[src/rtl/rr_arb_mux_if.sv]
// Valid/ready bundle for rr_arb_mux: N input streams in, one registered stream out.
// The master side drives inputs and out_rdy; the arbiter is the slave.
interface rr_arb_mux_if #(
  parameter int p_nbits     = 32,
  parameter int p_nchannels = 4
);
  localparam int p_sw = (p_nchannels > 1) ? $clog2(p_nchannels) : 1;

  logic [p_nchannels-1:0]         in_val;
  logic [p_nchannels-1:0]         in_rdy;
  logic [p_nchannels*p_nbits-1:0] in_msg;
  logic                           out_val;
  logic                           out_rdy;
  logic [p_nbits-1:0]             out_msg;
  logic [p_sw-1:0]                out_sel;

  modport master (
    output in_val, in_msg, out_rdy,
    input  in_rdy, out_val, out_msg, out_sel
  );

  modport slave (
    input  in_val, in_msg, out_rdy,
    output in_rdy, out_val, out_msg, out_sel
  );
endinterface

[src/rtl/rr_arb_mux.sv]
// Registered N-way valid/ready multiplexer with round-robin or fixed-priority
// arbitration; reports the source channel alongside the message.
module rr_arb_mux #(
  parameter int p_nbits     = 32,
  parameter int p_nchannels = 4,
  parameter int p_rr        = 1
) (
  input  logic         clk,
  input  logic         reset,
  rr_arb_mux_if.slave  bus
);
  localparam int p_sw = (p_nchannels > 1) ? $clog2(p_nchannels) : 1;

  logic [p_nbits-1:0]     out_msg_reg;
  logic [p_sw-1:0]        out_sel_reg;
  logic                   out_val_reg;
  logic [p_sw-1:0]        ptr_reg;
  logic [p_sw-1:0]        ptr_next;

  logic                   space;
  logic                   grant_any;
  logic [p_sw-1:0]        grant_idx;
  logic [p_nchannels-1:0] grant_oh;
  logic [p_nbits-1:0]     masked_msg [p_nchannels];
  logic [p_nbits-1:0]     grant_msg;
  logic                   accept;

  assign space  = !out_val_reg || bus.out_rdy;
  assign accept = grant_any && space;

  // Scan downward so the candidate closest to the scan start wins last.
  always_comb begin
    grant_any = 1'b0;
    grant_idx = '0;
    for (int k = p_nchannels - 1; k >= 0; k--) begin
      int cand;
      cand = (p_rr != 0) ? int'(ptr_reg) + k : k;
      if (cand >= p_nchannels) cand = cand - p_nchannels;
      if (bus.in_val[cand]) begin
        grant_any = 1'b1;
        grant_idx = p_sw'(cand);
      end
    end
  end

  // AND-OR mux keeps unselected (possibly X) slices out of out_msg.
  generate
    for (genvar gi = 0; gi < p_nchannels; gi++) begin : g_chan
      assign grant_oh[gi]   = grant_any && (grant_idx == p_sw'(gi));
      assign masked_msg[gi] = bus.in_msg[gi*p_nbits +: p_nbits] & {p_nbits{grant_oh[gi]}};
    end
  endgenerate

  always_comb begin
    grant_msg = '0;
    for (int k = 0; k < p_nchannels; k++) begin
      grant_msg = grant_msg | masked_msg[k];
    end
  end

  assign ptr_next = (grant_idx == p_sw'(p_nchannels - 1)) ? '0 : grant_idx + p_sw'(1);

  always_ff @(posedge clk) begin
    if (!reset) begin
      out_val_reg <= 1'b0;
      out_msg_reg <= '0;
      out_sel_reg <= '0;
      ptr_reg     <= '0;
    end else if (accept) begin
      out_val_reg <= 1'b1;
      out_msg_reg <= grant_msg;
      out_sel_reg <= grant_idx;
      if (p_rr != 0) ptr_reg <= ptr_next;
    end else if (bus.out_rdy) begin
      out_val_reg <= 1'b0;
    end
  end

  assign bus.in_rdy  = (reset && space) ? grant_oh : '0;
  assign bus.out_val = out_val_reg;
  assign bus.out_msg = out_msg_reg;
  assign bus.out_sel = out_sel_reg;
endmodule

[src/flat_wrapper.sv]
// flat-port wrapper written by rule: the top's interface ports become plain ports
module rr_arb_mux_flat 
#(
  parameter int p_nbits     = 32,
  parameter int p_nchannels = 4,
  parameter int p_rr        = 1
)
  (clk, reset, bus_in_val, bus_in_msg, bus_out_rdy, bus_in_rdy, bus_out_val, bus_out_msg, bus_out_sel);
  rr_arb_mux_if #(.p_nbits(p_nbits), .p_nchannels(p_nchannels)) bus_i ();
  input  logic clk;
  input  logic reset;
  input wire logic [$bits(bus_i.in_val)-1:0] bus_in_val;
  input wire logic [$bits(bus_i.in_msg)-1:0] bus_in_msg;
  input wire logic [$bits(bus_i.out_rdy)-1:0] bus_out_rdy;
  output wire logic [$bits(bus_i.in_rdy)-1:0] bus_in_rdy;
  output wire logic [$bits(bus_i.out_val)-1:0] bus_out_val;
  output wire logic [$bits(bus_i.out_msg)-1:0] bus_out_msg;
  output wire logic [$bits(bus_i.out_sel)-1:0] bus_out_sel;
  assign bus_i.in_val = bus_in_val;
  assign bus_i.in_msg = bus_in_msg;
  assign bus_i.out_rdy = bus_out_rdy;
  assign bus_in_rdy = bus_i.in_rdy;
  assign bus_out_val = bus_i.out_val;
  assign bus_out_msg = bus_i.out_msg;
  assign bus_out_sel = bus_i.out_sel;
  rr_arb_mux #(.p_nbits(p_nbits), .p_nchannels(p_nchannels), .p_rr(p_rr)) u_core (.clk(clk), .reset(reset), .bus(bus_i));
endmodule
[config.mk]
export PLATFORM = sky130hd
export DESIGN_NAME = rr_arb_mux_flat
export DESIGN_NICKNAME = d
export VERILOG_FILES = /design/src/rtl/rr_arb_mux_if.sv /design/src/rtl/rr_arb_mux.sv /design/src/flat_wrapper.sv
export SDC_FILE = /design/constraint.sdc
export NUM_CORES = 1
export LEC_CHECK = 0
export CORE_ASPECT_RATIO = 0.8
export CORE_MARGIN = 2
export CORE_UTILIZATION = 32
export CTS_BUF_LIST = sky130_fd_sc_hd__clkbuf_8
export CTS_CLUSTER_DIAMETER = 30
export DETAILED_ROUTE_END_ITERATION = 6
export MAX_ROUTING_LAYER = met4
export PLACE_DENSITY_LB_ADDON = 0.25
export SKIP_LAST_GASP = 1
export SLEW_MARGIN = 5
export SYNTH_ARGS = -nofsm -noshare
export SYNTH_HDL_FRONTEND = slang
export SYNTH_SLANG_ARGS = --single-unit
[constraint.sdc]
create_clock -name clk -period 2.3 [get_ports clk]
set_input_delay 0.23 -clock clk [delete_from_list [all_inputs] [get_ports clk]]
set_output_delay 0.23 -clock clk [all_outputs]
set_load 0.02 [all_outputs]
==> results by group <==
Hold path
  • Hold depth: 2
  • Worst hold endpoint: u_core.bus.out_sel[0]
  • Tightest Hold Check Type: flip-flop to flip-flop
  • HP Start: u_core.bus.out_sel[0]

Synthesis
  • Yosys reg bits: 37
  • Post-Synthesis Net Count: 370
  • Seq/Total Area, Yosys: 38.2%
  • Predominant post-synthesis flop cell: dfxtp_1
  • Top cell type by total area after synthesis: dfxtp_1
  • Yosys top cell area share: 38.2%
  • Avg Cell Area, Syn: 8.38 µm²
  • Synth cell types: 27
  • Count of flip-flops with a built-in enable after synthesis: 0
  • Synth top area cells: dfxtp_1 (38%), a222oi_1 (17%), a21oi_1 (14%)
  • Async set or reset register ratio after synthesis: 0%
  • Warnings from Yosys: 0
  • Mapped Cells: 231
  • Mapped Area: 1940 µm²

Final layout
  • Most frequent cells in the layout: clkdlybuf4s50_1 (169), a21oi_1 (55), dfxtp_1 (37), o21ai_0 (34), a222oi_1 (32)
  • Area grow syn2layout: 99.2%
  • Commonest non-fill, non-tap cell in the layout: clkdlybuf4s50_1
  • Max reg flops: 32
  • Filler-free cell count of the finished design: 480
  • Antenna cells: 0
  • Layout Nets: 537
  • Layout cells sized above 1: 7.02%

Setup path
  • Reg2Reg Depth: 10
  • WS Path Type: primary input to primary output
  • Crit. End Element: primary output
  • CP Launch Type: primary input
  • Worst Path Required: 2070 ps
  • R2R Path End: u_core.bus.out_msg[9]
  • Reg2Reg Launch Point: u_core.ptr_reg[0]
  • R2R Setup Slk: 230 ps
  • Worst path arrival time: 1990 ps
  • Max FO, Critical Path: 5

Route
  • Total number of vias: 2646
  • Vias per cell: 5.51
  • 1st-pass router iterations: 6
  • # DRC: 0
  • Drt wl/cell: 17.7 µm
  • Post-route antenna net violation count: 0
  • Post-Route WL: 8.51 mm
  • DR iter-0 viols: 173

Place
  • Hpwl dp: 6.30 mm
  • Inst Count DP: 471
  • RePlAce Congestion: 0.826
  • IO buf count: 173

Floorplan
  • Die height: 73.6 µm
  • Core Box Area: 5880 µm²
  • IO Pins: 174
  • Initial Util: 32.9%
  • Die footprint: 6690 µm²
  • Die X: 91.0 µm
  • FP Rows: 25

Clocking
  • TritonCTS clock tree: built
  • Total CTS buffers: 5
  • Max Root-Sink Buffers: 2
  • CTS Sinks: 37
  • Reg clk slew, reported paths: 70 ps
  • Clk Latency, worst-skew pair: 280 ps
  • Number of H-tree levels: 2
  • Hold buffers post-CTS: 0
  • CTS Root Buffer Type: clkbuf_8

Timing
  • Min Clock Period, post-route: 2220 ps
  • RSZ-0062 raised after global routing: no
  • Setup TNS: 0 ps
  • Final Skew: 5.50 ps
  • Relative slew slack: 75.3%
  • Worst slew pin tran: 371 ps
  • Fmax achieved: 451 MHz
  • Final Hold Vio Count: 0
  • # setup viols final: 0
  • Max Slew Vio Count: 0
  • Period utilization: 96.4%

GRT
  • Total congestion overflow: 0
  • Largest net degree at the start of global routing: 38
  • Global-route wire length before repair: 12.9 mm
  • Vias in the first global route: 2636
  • All-Layer GR Usage: 24.7%
  • Initial antenna violation count: 0

Power
  • Pwr dens: 605 nW/µm²
  • Final total power: 0.00233 W
  • Static Leak: 1.45 nW
  • Max VDD drop: 0.346 mV

Outcome
  • Status: finished, final reports clean

Flow run
  • Max_cap viols: 0
per-layer routing:
metal	track usage, %	routed length [µm]
met2	43.3	4220
met3	5.95	809
met5	-	0
met1	29.3	3440
met4	5.22	46
cell usage after synthesis (all sizes together), types with 3 or more instances:
master	n
a31oi	11
ha	4
a222oi	32
a21oi	55
o21ai	34
dfxtp	37
buf	8
and3	4
inv	5
nand2b	3
clkbuf	20
critical path, cell delays in order:
cell	delay [ps]
clkdlybuf4s50_1	450
inv_1	130
o22ai_1	90
a211o_1	370
ha_1	260
and3_1	140
dlygate4sd2_1	310
how the worst max path moves through the flow:
stage,start,end,depth (start not counted)
5_1_grt,bus_in_val[0],bus_in_rdy[0],7
6_report,bus_in_val[2],bus_in_rdy[0],7
4_1_cts,bus_in_val[1],bus_in_rdy[1],8
3_3_place_gp,bus_in_val[1],bus_in_rdy[3],8
2_1_floorplan,u_core.ptr_reg[0],bus_in_rdy[3],8
3_5_place_dp,bus_in_val[1],bus_in_rdy[1],8
cells by family (layout without fill, tap and decap cells):
logic type                 Yosys count  after routing  share of synthesized area [%]
AOI/OAI and AO/OA                  139            139                           46.2
DFF                                 37             37                           38.2
buffers and inverters               33            201                           7.56
and+or+nand+nor                     18             18                           5.43
adders and majority gates            4              4                           2.58
repair_timing:
action | in CTS | in global routing
buffers inserted | 0 | 1
pin swaps | 0 | 1
endpoints found under the setup margin | 4 | 7
gates resized for setup | 5 | 5
power breakdown:
part / internal, W / switching (W)
registers: 0.000739 / 0.0000502
logic: 0.000590 / 0.000526
clock network: 0.000206 / 0.000222
final cells by class:
| cell class | instances | area [µm²] |
|---|---|---|
| multi-input cells | 161 | 1060 |
| well taps | 81 | 101 |
| flip-flops and latches | 37 | 741 |
| inverters | 5 | 18.8 |
| repair buffers | 188 | 1860 |
| clock inverters | 3 | 13.8 |
| fillers | 514 | 2020 |
| clock buffers | 5 | 68.8 |
through the flow:
| stage | worst slack [ps] | hold WS, ps | utilization (%) | area (µm²) |
|---|---|---|---|---|
| 2_1_floorplan | 249 | 393 | - | 1940 |
| 4_1_cts | 11.3 | 485 | 65.6 | 3860 |
| 5_1_grt | 0.678 | 524 | 65.6 | 3860 |
| 3_5_place_dp | -259 | 473 | 64.1 | 3770 |
| 3_3_place_gp | -209 | 468 | 64.1 | 3770 |
| 6_report | 82.9 | 496 | 65.6 | 3860 |
Power figures use the tool's default switching activity.
